File: src/rtl/ex_mem_pipe_pkg.sv
// Shared core definitions for the EX/MEM pipeline register.
// Widths, branch-op codes, drain FSM states and the MEM entry bundle.
package ex_mem_pipe_pkg;

   localparam int DATA_W = 16;
   localparam int REG_W  = 4;
   localparam int BR_W   = 3;

   typedef enum logic [BR_W-1:0] {
      BR_NE  = 3'd0,
      BR_EQ  = 3'd1,
      BR_GT  = 3'd2,
      BR_LT  = 3'd3,
      BR_GE  = 3'd4,
      BR_LE  = 3'd5,
      BR_OV  = 3'd6,
      BR_UNC = 3'd7
   } br_op_e;

   typedef enum logic [1:0] {
      ST_RUN    = 2'd0,
      ST_DRAIN  = 2'd1,
      ST_HALTED = 2'd2
   } fsm_state_e;

   typedef struct packed {
      logic              valid;
      logic              mem_read;
      logic              mem_write;
      logic              saw_branch;
      logic              reg_write;
      logic              mem_to_reg;
      logic [BR_W-1:0]   branch_op;
      logic [REG_W-1:0]  dst_reg;
      logic [DATA_W-1:0] address;
      logic [DATA_W-1:0] write_data;
   } mem_entry_t;

   localparam mem_entry_t BUBBLE = '0;

   // Increment that sticks at all-ones.
   function automatic logic [DATA_W-1:0] sat_inc(
      input logic [DATA_W-1:0] v
   );
      return (&v) ? v : v + DATA_W'(1);
   endfunction

endpackage

File: src/rtl/ex_mem_pipe_if.sv
// EX/MEM boundary bundle: EX results and hazard controls in,
// MEM-stage entry, forwarding source and status out.
interface ex_mem_if;
   import ex_mem_pipe_pkg::*;

   logic              stall;
   logic              flush;
   logic              pcsrc;
   logic              ex_valid;
   logic [DATA_W-1:0] ex_aluResult;
   logic [DATA_W-1:0] ex_writeData;
   logic              ex_memRead;
   logic              ex_memWrite;
   logic              ex_sawBranch;
   logic              ex_regWrite;
   logic              ex_memToReg;
   logic              ex_hlt;
   logic [BR_W-1:0]   ex_branchOp;
   logic [REG_W-1:0]  ex_dstReg;

   logic [DATA_W-1:0] address;
   logic [DATA_W-1:0] writeData;
   logic              memRead;
   logic              memWrite;
   logic              sawBranch;
   logic [BR_W-1:0]   branchOp;
   logic              regWrite;
   logic              memToReg;
   logic [REG_W-1:0]  dstReg;
   logic              valid;
   logic              fwd_en;
   logic [REG_W-1:0]  fwd_reg;
   logic [DATA_W-1:0] fwd_data;
   logic              halted;
   logic [DATA_W-1:0] bubble_cnt;

   modport master (
      output stall, flush, pcsrc, ex_valid,
      output ex_aluResult, ex_writeData,
      output ex_memRead, ex_memWrite, ex_sawBranch,
      output ex_regWrite, ex_memToReg, ex_hlt,
      output ex_branchOp, ex_dstReg,
      input  address, writeData, memRead, memWrite,
      input  sawBranch, branchOp, regWrite, memToReg,
      input  dstReg, valid, fwd_en, fwd_reg, fwd_data,
      input  halted, bubble_cnt
   );

   modport slave (
      input  stall, flush, pcsrc, ex_valid,
      input  ex_aluResult, ex_writeData,
      input  ex_memRead, ex_memWrite, ex_sawBranch,
      input  ex_regWrite, ex_memToReg, ex_hlt,
      input  ex_branchOp, ex_dstReg,
      output address, writeData, memRead, memWrite,
      output sawBranch, branchOp, regWrite, memToReg,
      output dstReg, valid, fwd_en, fwd_reg, fwd_data,
      output halted, bubble_cnt
   );

endinterface

File: src/rtl/ex_mem_pipe_halt_drain_fsm.sv
// Halt drain controller: after a halt enters MEM, feeds bubbles
// until the younger stages retire, then parks in HALTED.
module halt_drain_fsm
   import ex_mem_pipe_pkg::*;
#(
   parameter int DRAIN_CYCLES = 2
) (
   input  logic clk,
   input  logic rst,
   input  logic adv_i,
   input  logic start_i,
   output logic force_bubble_o,
   output logic halted_o
);

   localparam int CNT_W =
      (DRAIN_CYCLES < 2) ? 1 : $clog2(DRAIN_CYCLES + 1);

   fsm_state_e       state_q, state_d;
   logic [CNT_W-1:0] cnt_q, cnt_d;

   // State and drain counter registers.
   always_ff @(posedge clk) begin
      if (rst) begin
         state_q <= ST_RUN;
         cnt_q   <= '0;
      end else begin
         state_q <= state_d;
         cnt_q   <= cnt_d;
      end
   end

   // Next state: count down drain edges, halt once the count is spent.
   always_comb begin
      state_d = state_q;
      cnt_d   = cnt_q;
      unique case (state_q)
         ST_RUN: begin
            if (start_i) begin
               state_d = ST_DRAIN;
               cnt_d   = CNT_W'(DRAIN_CYCLES);
            end
         end
         ST_DRAIN: begin
            if (adv_i) begin
               if (cnt_q == '0) begin
                  state_d = ST_HALTED;
               end else begin
                  cnt_d = cnt_q - CNT_W'(1);
               end
            end
         end
         ST_HALTED: begin
            state_d = ST_HALTED;
         end
         default: begin
            state_d = ST_RUN;
            cnt_d   = '0;
         end
      endcase
   end

   assign force_bubble_o = (state_q == ST_DRAIN);
   assign halted_o       = (state_q == ST_HALTED);

endmodule

File: src/rtl/ex_mem_pipe.sv
// EX/MEM pipeline register: captures EX results for MEM, squashes
// wrong-path entries, inserts/counts bubbles and runs halt drain.
module ex_mem_pipe
   import ex_mem_pipe_pkg::*;
#(
   parameter int DRAIN_CYCLES = 2
) (
   input  logic clk,
   input  logic rst,
   ex_mem_if.slave bus
);

   mem_entry_t        entry_q, entry_d;
   logic [DATA_W-1:0] bcnt_q, bcnt_d;
   logic              count_bubble;
   logic              drain;
   logic              halted;
   logic              run_capture;
   logic              fsm_adv;
   logic              fsm_start;
   mem_entry_t        cap;

   // A flush forces a bubble even during a stall, so it is an advancing edge.
   assign fsm_adv     = bus.flush | ~bus.stall;
   assign run_capture = ~halted & ~drain & ~bus.flush
                      & ~bus.stall & ~bus.pcsrc;
   assign fsm_start   = run_capture & bus.ex_valid & bus.ex_hlt;

   halt_drain_fsm #(
      .DRAIN_CYCLES (DRAIN_CYCLES)
   ) u_fsm (
      .clk            (clk),
      .rst            (rst),
      .adv_i          (fsm_adv),
      .start_i        (fsm_start),
      .force_bubble_o (drain),
      .halted_o       (halted)
   );

   // Captured EX entry; control bits of an invalid slot are zeroed.
   always_comb begin
      cap            = BUBBLE;
      cap.valid      = bus.ex_valid;
      cap.mem_read   = bus.ex_valid & bus.ex_memRead;
      cap.mem_write  = bus.ex_valid & bus.ex_memWrite;
      cap.saw_branch = bus.ex_valid & bus.ex_sawBranch;
      cap.reg_write  = bus.ex_valid & bus.ex_regWrite;
      cap.mem_to_reg = bus.ex_valid & bus.ex_memToReg;
      cap.branch_op  = bus.ex_branchOp;
      cap.dst_reg    = bus.ex_dstReg;
      cap.address    = bus.ex_aluResult;
      cap.write_data = bus.ex_writeData;
   end

   // Edge priority: halted > flush > stall > drain > squash > capture.
   always_comb begin
      entry_d      = entry_q;
      count_bubble = 1'b0;
      if (halted) begin
         entry_d = BUBBLE;
      end else if (bus.flush) begin
         entry_d      = BUBBLE;
         count_bubble = 1'b1;
      end else if (bus.stall) begin
         entry_d = entry_q;
      end else if (drain) begin
         entry_d = BUBBLE;
      end else if (bus.pcsrc) begin
         entry_d      = BUBBLE;
         count_bubble = 1'b1;
      end else begin
         entry_d      = cap;
         count_bubble = ~bus.ex_valid;
      end
      bcnt_d = count_bubble ? sat_inc(bcnt_q) : bcnt_q;
   end

   // MEM entry and bubble counter registers.
   always_ff @(posedge clk) begin
      if (rst) begin
         entry_q <= BUBBLE;
         bcnt_q  <= '0;
      end else begin
         entry_q <= entry_d;
         bcnt_q  <= bcnt_d;
      end
   end

   assign bus.address    = entry_q.address;
   assign bus.writeData  = entry_q.write_data;
   assign bus.memRead    = entry_q.mem_read;
   assign bus.memWrite   = entry_q.mem_write;
   assign bus.sawBranch  = entry_q.saw_branch;
   assign bus.branchOp   = entry_q.branch_op;
   assign bus.regWrite   = entry_q.reg_write;
   assign bus.memToReg   = entry_q.mem_to_reg;
   assign bus.dstReg     = entry_q.dst_reg;
   assign bus.valid      = entry_q.valid;
   assign bus.fwd_en     = entry_q.reg_write & ~entry_q.mem_to_reg
                         & entry_q.valid;
   assign bus.fwd_reg    = entry_q.dst_reg;
   assign bus.fwd_data   = entry_q.address;
   assign bus.halted     = halted;
   assign bus.bubble_cnt = bcnt_q;

endmodule

File: src/flat_wrapper.sv
// flat-port wrapper written by rule: the top's interface ports become plain ports
module ex_mem_pipe_flat import ex_mem_pipe_pkg::*;
#(
   parameter int DRAIN_CYCLES = 2
)
  (clk, rst, bus_stall, bus_flush, bus_pcsrc, bus_ex_valid, bus_ex_aluResult, bus_ex_writeData, bus_ex_memRead, bus_ex_memWrite, bus_ex_sawBranch, bus_ex_regWrite, bus_ex_memToReg, bus_ex_hlt, bus_ex_branchOp, bus_ex_dstReg, bus_address, bus_writeData, bus_memRead, bus_memWrite, bus_sawBranch, bus_branchOp, bus_regWrite, bus_memToReg, bus_dstReg, bus_valid, bus_fwd_en, bus_fwd_reg, bus_fwd_data, bus_halted, bus_bubble_cnt);
  ex_mem_if bus_i ();
  input  logic clk;
  input  logic rst;
  input wire logic [$bits(bus_i.stall)-1:0] bus_stall;
  input wire logic [$bits(bus_i.flush)-1:0] bus_flush;
  input wire logic [$bits(bus_i.pcsrc)-1:0] bus_pcsrc;
  input wire logic [$bits(bus_i.ex_valid)-1:0] bus_ex_valid;
  input wire logic [$bits(bus_i.ex_aluResult)-1:0] bus_ex_aluResult;
  input wire logic [$bits(bus_i.ex_writeData)-1:0] bus_ex_writeData;
  input wire logic [$bits(bus_i.ex_memRead)-1:0] bus_ex_memRead;
  input wire logic [$bits(bus_i.ex_memWrite)-1:0] bus_ex_memWrite;
  input wire logic [$bits(bus_i.ex_sawBranch)-1:0] bus_ex_sawBranch;
  input wire logic [$bits(bus_i.ex_regWrite)-1:0] bus_ex_regWrite;
  input wire logic [$bits(bus_i.ex_memToReg)-1:0] bus_ex_memToReg;
  input wire logic [$bits(bus_i.ex_hlt)-1:0] bus_ex_hlt;
  input wire logic [$bits(bus_i.ex_branchOp)-1:0] bus_ex_branchOp;
  input wire logic [$bits(bus_i.ex_dstReg)-1:0] bus_ex_dstReg;
  output wire logic [$bits(bus_i.address)-1:0] bus_address;
  output wire logic [$bits(bus_i.writeData)-1:0] bus_writeData;
  output wire logic [$bits(bus_i.memRead)-1:0] bus_memRead;
  output wire logic [$bits(bus_i.memWrite)-1:0] bus_memWrite;
  output wire logic [$bits(bus_i.sawBranch)-1:0] bus_sawBranch;
  output wire logic [$bits(bus_i.branchOp)-1:0] bus_branchOp;
  output wire logic [$bits(bus_i.regWrite)-1:0] bus_regWrite;
  output wire logic [$bits(bus_i.memToReg)-1:0] bus_memToReg;
  output wire logic [$bits(bus_i.dstReg)-1:0] bus_dstReg;
  output wire logic [$bits(bus_i.valid)-1:0] bus_valid;
  output wire logic [$bits(bus_i.fwd_en)-1:0] bus_fwd_en;
  output wire logic [$bits(bus_i.fwd_reg)-1:0] bus_fwd_reg;
  output wire logic [$bits(bus_i.fwd_data)-1:0] bus_fwd_data;
  output wire logic [$bits(bus_i.halted)-1:0] bus_halted;
  output wire logic [$bits(bus_i.bubble_cnt)-1:0] bus_bubble_cnt;
  assign bus_i.stall = bus_stall;
  assign bus_i.flush = bus_flush;
  assign bus_i.pcsrc = bus_pcsrc;
  assign bus_i.ex_valid = bus_ex_valid;
  assign bus_i.ex_aluResult = bus_ex_aluResult;
  assign bus_i.ex_writeData = bus_ex_writeData;
  assign bus_i.ex_memRead = bus_ex_memRead;
  assign bus_i.ex_memWrite = bus_ex_memWrite;
  assign bus_i.ex_sawBranch = bus_ex_sawBranch;
  assign bus_i.ex_regWrite = bus_ex_regWrite;
  assign bus_i.ex_memToReg = bus_ex_memToReg;
  assign bus_i.ex_hlt = bus_ex_hlt;
  assign bus_i.ex_branchOp = bus_ex_branchOp;
  assign bus_i.ex_dstReg = bus_ex_dstReg;
  assign bus_address = bus_i.address;
  assign bus_writeData = bus_i.writeData;
  assign bus_memRead = bus_i.memRead;
  assign bus_memWrite = bus_i.memWrite;
  assign bus_sawBranch = bus_i.sawBranch;
  assign bus_branchOp = bus_i.branchOp;
  assign bus_regWrite = bus_i.regWrite;
  assign bus_memToReg = bus_i.memToReg;
  assign bus_dstReg = bus_i.dstReg;
  assign bus_valid = bus_i.valid;
  assign bus_fwd_en = bus_i.fwd_en;
  assign bus_fwd_reg = bus_i.fwd_reg;
  assign bus_fwd_data = bus_i.fwd_data;
  assign bus_halted = bus_i.halted;
  assign bus_bubble_cnt = bus_i.bubble_cnt;
  ex_mem_pipe #(.DRAIN_CYCLES(DRAIN_CYCLES)) u_core (.clk(clk), .rst(rst), .bus(bus_i));
endmodule
File: config.mk
export PLATFORM = sky130hd
export DESIGN_NAME = ex_mem_pipe_flat
export DESIGN_NICKNAME = d
export VERILOG_FILES = /design/src/rtl/ex_mem_pipe_pkg.sv /design/src/rtl/ex_mem_pipe_if.sv /design/src/rtl/ex_mem_pipe_halt_drain_fsm.sv /design/src/rtl/ex_mem_pipe.sv /design/src/flat_wrapper.sv
export SDC_FILE = /design/constraint.sdc
export NUM_CORES = 1
export LEC_CHECK = 0
export ABC_AREA = 1
export BUFFER_PORTS_ARGS = -buffer_cell sky130_fd_sc_hd__buf_2
export CAP_MARGIN = 10
export CORE_MARGIN = 1.5
export CORE_UTILIZATION = 30
export CTS_CLUSTER_SIZE = 30
export DETAILED_ROUTE_END_ITERATION = 10
export GPL_ROUTABILITY_DRIVEN = 0
export MAX_ROUTING_LAYER = met4
export PLACE_DENSITY_LB_ADDON = 0.3
export SYNTH_ARGS = -nofsm -noshare
export SYNTH_HDL_FRONTEND = slang
export SYNTH_SLANG_ARGS = --single-unit
File: constraint.sdc
create_clock -name clk -period 2.1 [get_ports clk]
set_input_delay 0.105 -clock clk [delete_from_list [all_inputs] [get_ports clk]]
set_output_delay 0.105 -clock clk [all_outputs]
set_load 0.05 [all_outputs]
Word-level counts from Yosys, hierarchy flattened. Cells that the tools add are included.

Bits in registers: 65. Bits in latches: 0. Memory bits (writable): 0. Memory bits (read-only): 0. Input port bits: 51. Output and inout port bits: 83. Word-level logic and storage cells: 65. Memories: 0.

Add/sub/neg operators: 2. Multiply operators: 0. Div/mod/pow operators: 0. Magnitude comparators: 0. Eq/ne operators: 6. Shifts and indexed selects: 0. Mux-type cells: 15. Bitwise operators: 22. Reduce and logical (&&, ||, !) cells: 7.

Operators by type and width (count): $mux 45 (2); $add 16x1->16 const B (1); $reduce_and 16->1 (1); $and 1x1->1 (13); $mux 2 (6); $pmux 2 s3 (2); $not 1->1 (8); $ne 2x2->1 const B (3); $mux 1 (5); $logic_not 2->1 (2); $reduce_and 4->1 (1); $reduce_and 3->1 (1); $reduce_or 3->1 (1); $eq 2x1->1 const B (1); $eq 2x2->1 const B (1); $ne 2x1->1 const B (1); $reduce_and 2->1 (1); $sub 2x1->2 const B (1); $or 1x1->1 (1).

Logic depth before layout (Yosys ltp). Gate-level depths: netlist (run 1).

Depth after elaboration: 10. Mapped depth: 11. Mapped depth without buffers: 11.

By module. A second synthesis (run 1) with hierarchy kept.

Cell total of the unflattened synthesis: 443. Area, all modules: 3155.5 um2.

By module, submodules not included: ex_mem_pipe (instances 1, cells each 396, area each 2851.5 um2, sequential area each 1221.2 um2); halt_drain_fsm (instances 1, cells each 47, area each 304.0 um2, sequential area each 80.1 um2).

Worst setup path after synthesis (run 1). No wires, ideal clock.

Path kind: register to register. From: register u_core.bcnt_q[0] (netlist: u_core.bus.bubble_cnt[0]). To: register u_core.bcnt_q[0] (netlist: u_core.bus.bubble_cnt[0]). Setup time: 0.116 ns. Data arrival time: 1.747 ns. Data required time: 1.984 ns. Slack: 0.237 ns. Cell stages (with the launch flop): 10. Path buffers: 1. Period minus slack after synthesis: 1.863 ns. Cell sequence: dfxtp_1 > ha_1 > nand2_1 > nor2_1 > nand2_1 > nor2_1 > nor2_4 > buf_6 > nor2_1 > nor2_1.

Word-level cells in the longest chain between the ends: 3. Elaborated cells between the ends (all ways): 4. Classes of those cells: add/sub (1); bitwise (1); reduce/logical (2).

RTL lines: start, declared (RTL line ex_mem_pipe.sv:14) `logic [DATA_W-1:0] bcnt_q, bcnt_d;`; start signal, assigned (RTL line ex_mem_pipe.sv:85) `bcnt_q <= bcnt_d;`; branches (longest 3 deep; another with $add 16x1->16).

Parallel ways; which one is timed is not known. A chain may end at the register's enable or synchronous reset.

Final worst setup path (run 1).
From: register u_core.u_fsm.state_q[1]. To: register u_core.bcnt_q[8] (netlist: u_core.bus.bubble_cnt[8]).

Word-level cells in the longest chain between the ends: 6. Elaborated cells between the ends (all ways): 7. Classes of those cells: eq/ne (2); mux (4); reduce/logical (1).

RTL lines: start, declared (RTL line ex_mem_pipe_halt_drain_fsm.sv:19) `fsm_state_e state_q, state_d;`; start signal, assigned (RTL line ex_mem_pipe_halt_drain_fsm.sv:28) `state_q <= state_d;`; $eq 2x1->1 (RTL line ex_mem_pipe_halt_drain_fsm.sv:63) `assign force_bubble_o = (state_q == ST_DRAIN);`; $mux 1 (RTL line ex_mem_pipe.sv:66) `end else if (drain) begin`; $mux 1 (RTL line ex_mem_pipe.sv:64) `end else if (bus.stall) begin`; $mux 1 (RTL line ex_mem_pipe.sv:61) `end else if (bus.flush) begin`; $mux 1 (*) (RTL line ex_mem_pipe.sv:59) `if (halted) begin`; $reduce_and 2->1 (no source line) (*).

Mark *: on every way between the ends. The rest lies on a longest branch, timed or not.

==> results of run 1 <==
-- timing repair --
item,4_1_cts,5_1_grt
endpoints found under the setup margin,0,2
hold endpoints to repair,29,2
hold buffers,29,2
gates resized for setup,0,1
-- registers in the layout, summed over array words and instances, names as in the netlist --
name                   cells
u_core.bus.branchOp        3
u_core.bus.memWrite        1
u_core.bus.regWrite        1
u_core.bus.memRead         1
u_core.bus.bubble_cnt     16
u_core.bus.dstReg          4
u_core.u_fsm.cnt_q         2
u_core.u_fsm.state_q       2
u_core.bus.writeData      16
u_core.bus.address        16
u_core.bus.memToReg        1
u_core.bus.valid           1
u_core.bus.sawBranch       1
-- stage by stage --
step                power [uW]  setup WS, ns  std cells  hold slack (ns)
finish                    3280         0.294        696           0.0115
global route              3470        0.0391        696           0.0114
CTS                       3320         0.212        694         0.000456
detailed placement        2040         0.211        649            0.362
global placement          2030         0.281        649            0.356
floorplan                 1890         0.237        419            0.174
-- power groups by stage --
stage               Clock (uW)  Combinational, uW  Sequential, uW
finish                    1220                723            1340
detailed placement           0                675            1360
CTS                       1260                721            1340
floorplan                    0                410            1480
global placement             0                673            1360
global route              1320                804            1340
-- final timing paths --
kind                                                               to  cells past startpoint  slack (ns)
worst min register to register  u_core.bus.writeData[15]$_SDFFE_PP0N_                      2        0.46
worst min-delay path               u_core.bus.address[5]$_SDFFE_PP0N_                      3        0.01
worst max-delay path            u_core.bus.bubble_cnt[8]$_SDFFE_PP0P_                     10        0.29
worst max register to register  u_core.bus.bubble_cnt[8]$_SDFFE_PP0P_                     10        0.29
-- metal layers --
layer,track usage (%),wire [um],vias up
met2,24.5,3900,103
met3,4.10,440,25
met1,17.5,3390,1370
met5,-,0,-
li1,-,-,1600
met4,9.91,326,0
-- cell type report --
type                    instances  area share (%)
clock buffers                  10            3.34
clock inverters                 6            2.18
inverters                      24            2.18
multi-input cells             293            32.3
flip-flops and latches         65            31.5
well taps                     129            3.91
repair buffers                169            24.6
-- synthesized netlist by cell type (2+ instances only) --
cell type	number	area share, %
nor2_4	2	0.77
nand3_1	21	3.6
nand4_1	6	1.3
buf_2	3	0.51
dfxtp_1	65	44
o21ai_0	2	0.34
clkbuf_1	10	1.3
nand2_1	153	20
inv_1	22	2.8
ha_1	5	2.1
xor2_1	4	1.2
a21oi_1	64	11
nor2_1	31	4.0
buf_4	22	5.6
-- critical path: cells and delay by family, from the launching register on --
family                     cells  cell delay (ns)
and+or+nand+nor                8             0.99
adders and majority gates      1             0.28
buffers and inverters          1             0.06
DFF                            1             0.35
-- cells by family after synthesis --
kind of cell             Yosys count
AO/OA/AOI/OAI                     67
XOR/XNOR                           5
adder cells (fa/ha/maj)            5
buffers and inverters             61
flip-flops                        65
AND/OR/NAND/NOR                  216
==> out/results.txt, run 1 <==
status: complete, no violations
Hold Crit Class: primary input to register
# setup viols final: 0
grt ovf: 0
Synth Instances: 419
VDD IR max: 0.310 mV
largest family of logic cells by synthesized area: simple AND/OR/NAND/NOR gates
pwr/cell area: 795 mW/mm^2
# diodes: 0
final core occ: 44.0%
worst-path cell chain: inv_1, ha_1, nor2_4, nand2_1, nand2_1, nand2_2, nor2_4, nand3_1, nand2_1, nor2_1
minimum clock period: 1.81 ns
Slowest cell on crit path: dfxtp_1
Initial Util: 31.4%
drt initial violations: 106
die height: 102 um
Arr. time, crit path: 2.03 ns
Post-CTS Setup Bufs: 0
number of flops mapped to enable cells by yosys: 0
H-tree Lvls: 3
Setup crit start kind: register
average wire per standard cell: 11.6 um
most common cell after layout, fill and taps aside: nand2_1
CTS Buffer Depth: 2
CTS buffer count: 9
vias in the first global route: 2706
Nets: 618
Sw Share: 32.1%
Die Wd: 102 um
DRT Pass-1 Iters: 4
XOR/XNOR share of the synthesized area: 1.49%
Reg area: 0.00130 mm^2
asr flop ratio synth: 0%
synth-to-layout area growth: 40.2%
Syn Nets: 475
critical path data required time: 2.32 ns
fin area: 0.00413 mm^2
global-route wire length before repair: 12.3 mm
combinational group share of total power: 22.0%
area of the multi-input gates: 0.00133 mm^2
internal cell power: 2230 uW
unrepaired setup endpoints after global routing: no
Final Hold Vio Count: 0
CP Class: register to register
P_leak: 0.00189 uW
ys flop type: dfxtp_1
overall die area: 0.0104 mm^2
TritonCTS clock tree: built
clock root buffer master: clkbuf_8
Synth Area in Adders: 2.13%
All-Layer GR Usage: 15.6%
final period utilization: 86.0%
highest clock rate: 554 MHz
synth warn: 0
Setup Skew: 0.00882 ns
Synth Register Bits: 65
layout cell share with drive strength beyond 1: 28.4%
HP Start: bus_ex_aluResult[5]
worst skew pair latency: 0.35 ns
final wirelength: 8.05 mm
post-DP HPWL: 5.47 mm
Post-Synthesis Cell Area: 0.00294 mm^2
cell mode on critical path: nand2_1
DR DRC count: 0
area share of and/or/nand/nor cells after synthesis: 29.7%
Clk pwr share: 37.3%
Clock Sinks: 65
reg2reg start: u_core.u_fsm.state_q[1]$_SDFFE_PP0P_
register area share after synthesis: 44.2%
Net Sw Power: 1050 uW
Port Buf Inserts: 133
row count: 35
sequential share of power: 40.7%
I/O Pins: 134
relative slew slack: 68.5%
Compound-Gate Fraction of Synth Area: 11.5%
Tightest Pin Transition: 0.469 ns
Core Box Area: 0.00937 mm^2
CP max FO: 17
largest stage delay on the critical path: 0.35 ns
initial antenna violation count: 0
register clock-pin slew on the reported worst setup and hold paths: 0.07 ns
filler cell count in the final layout: 997
most frequent cells in the layout: 152 x nand2_1, 133 x buf_2, 65 x dfxtp_1
post-synthesis mux area share: 0%
Yosys cell types: 23
via count: 3098
ANT nets after route: 0
worst setup path start: u_core.u_fsm.state_q[1]$_SDFFE_PP0P_
Vias/cell: 4.45
maxcap violations: 0
placed inst area: 0.00358 mm^2
pin count of the biggest net entering global routing: 47
Pins Over Slew Limit: 0
Critical Path End Type: register
syn_area_per_cell: 7.02 um^2
setup TNS: 0 ns
(Power assumes the default switching activity.)
==> inputs of run 2 (changes only) <==
- CORE_ASPECT_RATIO: not set -> 2
- CTS_BUF_LIST: not set -> sky130_fd_sc_hd__clkbuf_8
- clock period: 2.1 -> 2.33 ns (I/O delays scaled with it)
==> out/results.txt, run 2 (synthesis gave the netlist of run 1 again) <==
status: complete, no violations
Die Wd: 73.0 um (-28%)
Critical Path End Type: register
Post-CTS Setup Bufs: 0 (unchanged)
unrepaired setup endpoints after global routing: no
Setup crit start kind: register
highest clock rate: 527 MHz (-4.8%)
global-route wire length before repair: 12.8 mm (+4.1%)
Setup Skew: 0.0100 ns (+0.00118 ns)
vias in the first global route: 2791 (+3.1%)
layout cell share with drive strength beyond 1: 28.5% (+0.12 points)
P_leak: 0.00185 uW (-2.0%)
worst skew pair latency: 0.35 ns (about the same)
critical path data required time: 2.56 ns (+0.24 ns)
Pins Over Slew Limit: 0 (unchanged)
Nets: 605 (-2.1%)
post-DP HPWL: 6.08 mm (+11%)
ANT nets after route: 0 (unchanged)
filler cell count in the final layout: 987 (-1.0%)
via count: 3074 (-0.77%)
die height: 143 um (+40%)
Port Buf Inserts: 133 (unchanged)
TritonCTS clock tree: built
register clock-pin slew on the reported worst setup and hold paths: 0.07 ns (about the same)
worst-path cell chain: inv_1, ha_1, nor2_4, nand2_1, nand2_1, nand2_2, inv_2, nand2_1, o21ai_0, nor2_1
VDD IR max: 0.415 mV (+34%)
met1 usage: 16.6% (-0.93 points)
DRT Pass-1 Iters: 4 (unchanged)
# diodes: 0 (unchanged)
Buf/Inv on CP: 2 (+1)
final hold slack: 0.0216 ns (+0.0101 ns)
pwr/cell area: 758 mW/mm^2 (-4.7%)
CP Class: register to register
most frequent cells in the layout: 153 x nand2_1, 133 x buf_2, 65 x dfxtp_1
CTS Buffer Depth: 2 (unchanged)
H-tree Lvls: 3 (unchanged)
cell mode on critical path: nand2_1
average wire per standard cell: 12.2 um (+5.5%)
CTS resizes: 0 (unchanged)
All-Layer GR Usage: 16.4% (+0.84 points)
final wirelength: 8.37 mm (+4.0%)
overall die area: 0.0104 mm^2 (+0.35%)
grt ovf: 0 (unchanged)
Slowest cell on crit path: dfxtp_1
clock root buffer master: clkbuf_8
most common cell after layout, fill and taps aside: nand2_1
setup TNS: 0 ns (unchanged)
Tightest Pin Transition: 0.468 ns (-0.000957 ns)
area of the multi-input gates: 0.00133 mm^2 (-0.19%)
Clock Sinks: 65 (unchanged)
# setup viols final: 0 (unchanged)
hold_buf cts: 18 (-38%)
GRT met2 Usage: 28.4% (+4.0 points)
relative slew slack: 68.6% (about the same)
I/O Pins: 134 (unchanged)
pin count of the biggest net entering global routing: 46 (-2.1%)
row count: 51 (+46%)
largest stage delay on the critical path: 0.35 ns (about the same)
CP max FO: 12 (-5)
minimum clock period: 1.90 ns (+0.0914 ns)
Arr. time, crit path: 2.13 ns (+0.10 ns)
synth-to-layout area growth: 36.8%
CTS buffer count: 9 (unchanged)
delay-heaviest family, CP: simple AND/OR/NAND/NOR gates
Final Hold Vio Count: 0 (unchanged)
initial antenna violation count: 0 (unchanged)
drt initial violations: 130 (+23%)
Reg area: 0.00130 mm^2 (unchanged)
Vias/cell: 4.48 (+0.67%)
most used routing layer in global routing: met2
Hold Crit Class: primary input to register
final period utilization: 81.4% (-4.6 points)
met3 Track Usage GR: 4.52% (+0.41 points)
DR DRC count: 0 (unchanged)
Initial Util: 30.5% (-0.86 points)
Core Box Area: 0.00964 mm^2 (+2.8%)
maxcap violations: 0 (unchanged)
-- run 2: changes by cell type in the layout (fill, tap and decap cells not counted), sizes merged --
| cell | delta |
|---|---|
| buf | -1 |
| bufinv | +1 |
| clkbuf | +1 |
| clkinv | -1 |
| clkinvlp | -1 |
| dlygate4sd3 | -12 |
-- run 2: final timing paths --
path,to,cells after the start,slack (ns),startpoint
hold reg to reg,u_core.bus.writeData[15]$_SDFFE_PP0N_,2,0.46,u_core.bus.writeData[15]$_SDFFE_PP0N_
hold / removal,u_core.bus.writeData[7]$_SDFFE_PP0N_,3,0.02,bus_ex_writeData[7]
setup reg to reg,u_core.bus.bubble_cnt[1]$_SDFFE_PP0P_,10,0.43,u_core.u_fsm.state_q[1]$_SDFFE_PP0P_
setup / recovery,u_core.bus.bubble_cnt[1]$_SDFFE_PP0P_,10,0.43,u_core.u_fsm.state_q[1]$_SDFFE_PP0P_
-- run 2: through the flow --
step	cells	cell area, um^2	setup slack (ns)	util (%)	total power, uW
after floorplan	419	2940	0.467	-	1700
after global placement	651	3580	0.476	37.2	1830
after detailed placement	651	3580	0.441	37.2	1850
after CTS	685	4020	0.427	41.7	3100
after global routing	686	4030	0.207	41.8	3220
final	686	4030	0.433	41.8	3050
-- run 2: layout make-up --
| cell class | count | share of cell area (%) |
|---|---|---|
| multi-input cells | 293 | 33.0 |
| clock buffers | 11 | 3.76 |
| flip-flops and latches | 65 | 32.3 |
| repair buffers | 156 | 22.0 |
| inverters | 24 | 2.24 |
| well taps | 132 | 4.10 |
| clock inverters | 5 | 2.55 |
-- run 2: tightest hold or removal path, stage by stage --
cell and delay, ns:
buf_2 0.10, nand2_1 0.05, a21oi_1 0.05
-- run 2: metal layers --
metal	share of wire [%]	vias to the layer above
met5	0	-
met4	2.5	0
met3	6.0	17
met2	52	120
met1	39	1360
li1	-	1577
-- run 2: power by group --
part | total [uW] | leakage, uW | switching (uW) | internal [uW]
Clock | 1210 | 0.000131 | 440 | 768
Sequential | 1200 | 0.000526 | 37.0 | 1160
Combinational | 641 | 0.00119 | 445 | 196
==> inputs of run 3 (changes only) <==
- clock period: 2.33 -> 1.9 ns (I/O delays scaled with it)
==> out/results.txt, run 3 (synthesis gave the netlist of run 1 again) <==
final wirelength: 8.46 mm (+1.1%)
final period utilization: 87.3% (+5.8 points)
synth-to-layout area growth: 45.9%
clock root buffer master: clkbuf_8
Setup Skew: 0.00642 ns (-0.00358 ns)
register clock-pin slew on the reported worst setup and hold paths: 0.07 ns (about the same)
most frequent cells in the layout: 153 x nand2_1, 133 x buf_2, 65 x dfxtp_1
R2R Setup Slk: 0.24 ns (-0.19 ns)
CP endpoint: u_core.bus.bubble_cnt[1]$_SDFFE_PP0P_
layout cell share with drive strength beyond 1: 28.1% (-0.39 points)
Setup crit start kind: register
CTS buffer count: 9 (unchanged)
Hold Crit Class: primary input to register
largest stage delay on the critical path: 0.36 ns (about the same)
minimum clock period: 1.66 ns (-0.239 ns)
# diodes: 0 (unchanged)
VDD IR max: 0.431 mV (+3.8%)
R2R depth: 11 (+1)
global-route wire length before repair: 13.3 mm (+3.5%)
Initial Util: 30.5% (unchanged)
critical path data required time: 2.13 ns (-0.43 ns)
# setup viols final: 0 (unchanged)
pwr/cell area: 820 mW/mm^2 (+8.2%)
Nets: 634 (+4.8%)
worst setup path start: u_core.u_fsm.state_q[1]$_SDFFE_PP0P_
most common cell after layout, fill and taps aside: nand2_1
I/O Pins: 134 (unchanged)
average wire per standard cell: 11.8 um (-3.0%)
Tightest Pin Transition: 0.528 ns (+0.0594 ns)
drt initial violations: 112 (-14%)
via count: 3159 (+2.8%)
ANT nets after route: 0 (unchanged)
overall die area: 0.0104 mm^2 (unchanged)
CP max FO: 12 (unchanged)
Slowest cell on crit path: dfxtp_1
placed inst area: 0.00366 mm^2 (+2.1%)
post-DP HPWL: 5.85 mm (-3.7%)
Die Wd: 73.0 um (unchanged)
fin area: 0.00429 mm^2 (+6.7%)
row count: 51 (unchanged)
final worst slack: 0.242 ns (-0.191 ns)
grt ovf: 0 (unchanged)
Final Hold Vio Count: 0 (unchanged)
pin count of the biggest net entering global routing: 46 (unchanged)
filler cell count in the final layout: 967 (-2.0%)
initial antenna violation count: 0 (unchanged)
Clock Sinks: 65 (unchanged)
Reg area: 0.00130 mm^2 (unchanged)
unrepaired setup endpoints after global routing: no
CP Class: register to register
H-tree Lvls: 3 (unchanged)
relative slew slack: 64.6% (-4.0 points)
Vias/cell: 4.42 (-1.4%)
maxcap violations: 0 (unchanged)
Pins Over Slew Limit: 0 (unchanged)
fin cells: 715 (+4.2%)
DRT Pass-1 Iters: 4 (unchanged)
Power Total: 3520 uW (+15%)
post-placement setup slack: 0.184 ns (-0.256 ns)
highest clock rate: 603 MHz (+14%)
P_leak: 0.00196 uW (+6.1%)
DR DRC count: 0 (unchanged)
vias in the first global route: 2897 (+3.8%)
status: complete, no violations
worst-path cell chain: inv_1, ha_1, nor2_4, nand2_1, nand2_1, nand2_2, inv_2, nand2_1, buf_12, o21ai_0, nor2_1
die height: 143 um (unchanged)
All-Layer GR Usage: 17.0% (+0.61 points)
setup TNS: 0 ns (unchanged)
Post-Place Cells: 656 (+0.77%)
TritonCTS clock tree: built
Port Buf Inserts: 133 (unchanged)
Core Box Area: 0.00964 mm^2 (unchanged)
Arr. time, crit path: 1.89 ns (-0.24 ns)
worst skew pair latency: 0.34 ns (about the same)
Critical Path End Type: register
CTS resizes: 0 (unchanged)
reg2reg start: u_core.u_fsm.state_q[1]$_SDFFE_PP0P_
cell mode on critical path: nand2_1
capturing point of the worst reg2reg path: u_core.bus.bubble_cnt[1]$_SDFFE_PP0P_
CTS Buffer Depth: 2 (unchanged)
area of the multi-input gates: 0.00133 mm^2 (unchanged)
[run 3: cell count changes in the layout (fill, tap and decap cells not counted), sizes merged]
cell / change
clkinv: +1
buf: +6
bufinv: -2
clkbuf: -1
dlygate4sd3: +23
clkinvlp: +2
[run 3: area by class of cell]
| type | instances | area share (%) |
|---|---|---|
| multi-input cells | 293 | 31.0 |
| repair buffers | 185 | 28.2 |
| clock buffers | 10 | 3.21 |
| inverters | 24 | 2.10 |
| clock inverters | 6 | 1.37 |
| well taps | 132 | 3.85 |
| flip-flops and latches | 65 | 30.3 |
[run 3: worst min-delay path by stage]
stage	to	slack, ns	depth (start not counted)	from
4_1_cts	u_core.bus.regWrite$_SDFFE_PP0N_	0.001	3	bus_ex_regWrite
3_5_place_dp	u_core.bus.branchOp[0]$_SDFFE_PP0N_	0.35	3	bus_ex_branchOp[0]
3_3_place_gp	u_core.bus.writeData[11]$_SDFFE_PP0N_	0.35	3	bus_ex_writeData[11]
5_1_grt	u_core.bus.address[8]$_SDFFE_PP0N_	0.01	3	bus_ex_aluResult[8]
2_1_floorplan	u_core.bus.bubble_cnt[5]$_SDFFE_PP0P_	0.16	1	rst
6_report	u_core.bus.address[8]$_SDFFE_PP0N_	0.02	3	bus_ex_aluResult[8]
[run 3: repair_timing]
action,4_1_cts,5_1_grt
hold endpoints to repair,42,0
buffers inserted,0,1
setup endpoints to repair,0,3
hold buffers,42,0
[run 3: per-stage QoR]
stage	util (%)	hold WS, ns
finish	44.6	0.0233
global route	44.6	0.0105
detailed placement	37.9	0.352
CTS	44.3	0.00131
floorplan	-	0.164
global placement	37.9	0.347
[run 3: layer usage]
metal | routed length (um) | GRT usage [%] | vias up
met5 | 0 | - | -
li1 | - | - | 1630
met2 | 4420 | 30.2 | 121
met1 | 3280 | 16.6 | 1390
met4 | 200 | 8.04 | 0
met3 | 560 | 4.66 | 18
[run 3: worst max-delay path, delay by kind of cell, from the launching register on]
kind | cells | cell delay, ns
simple gates | 6 | 0.45
flops | 1 | 0.36
buf+inv | 3 | 0.30
fa+ha+maj | 1 | 0.29
compound gates | 1 | 0.14
[run 3: power breakdown]
part / leakage, uW / switching, uW / internal, uW
clock: 0.0000995 / 523 / 632
sequential: 0.000526 / 44.8 / 1430
combinational: 0.00134 / 569 / 323
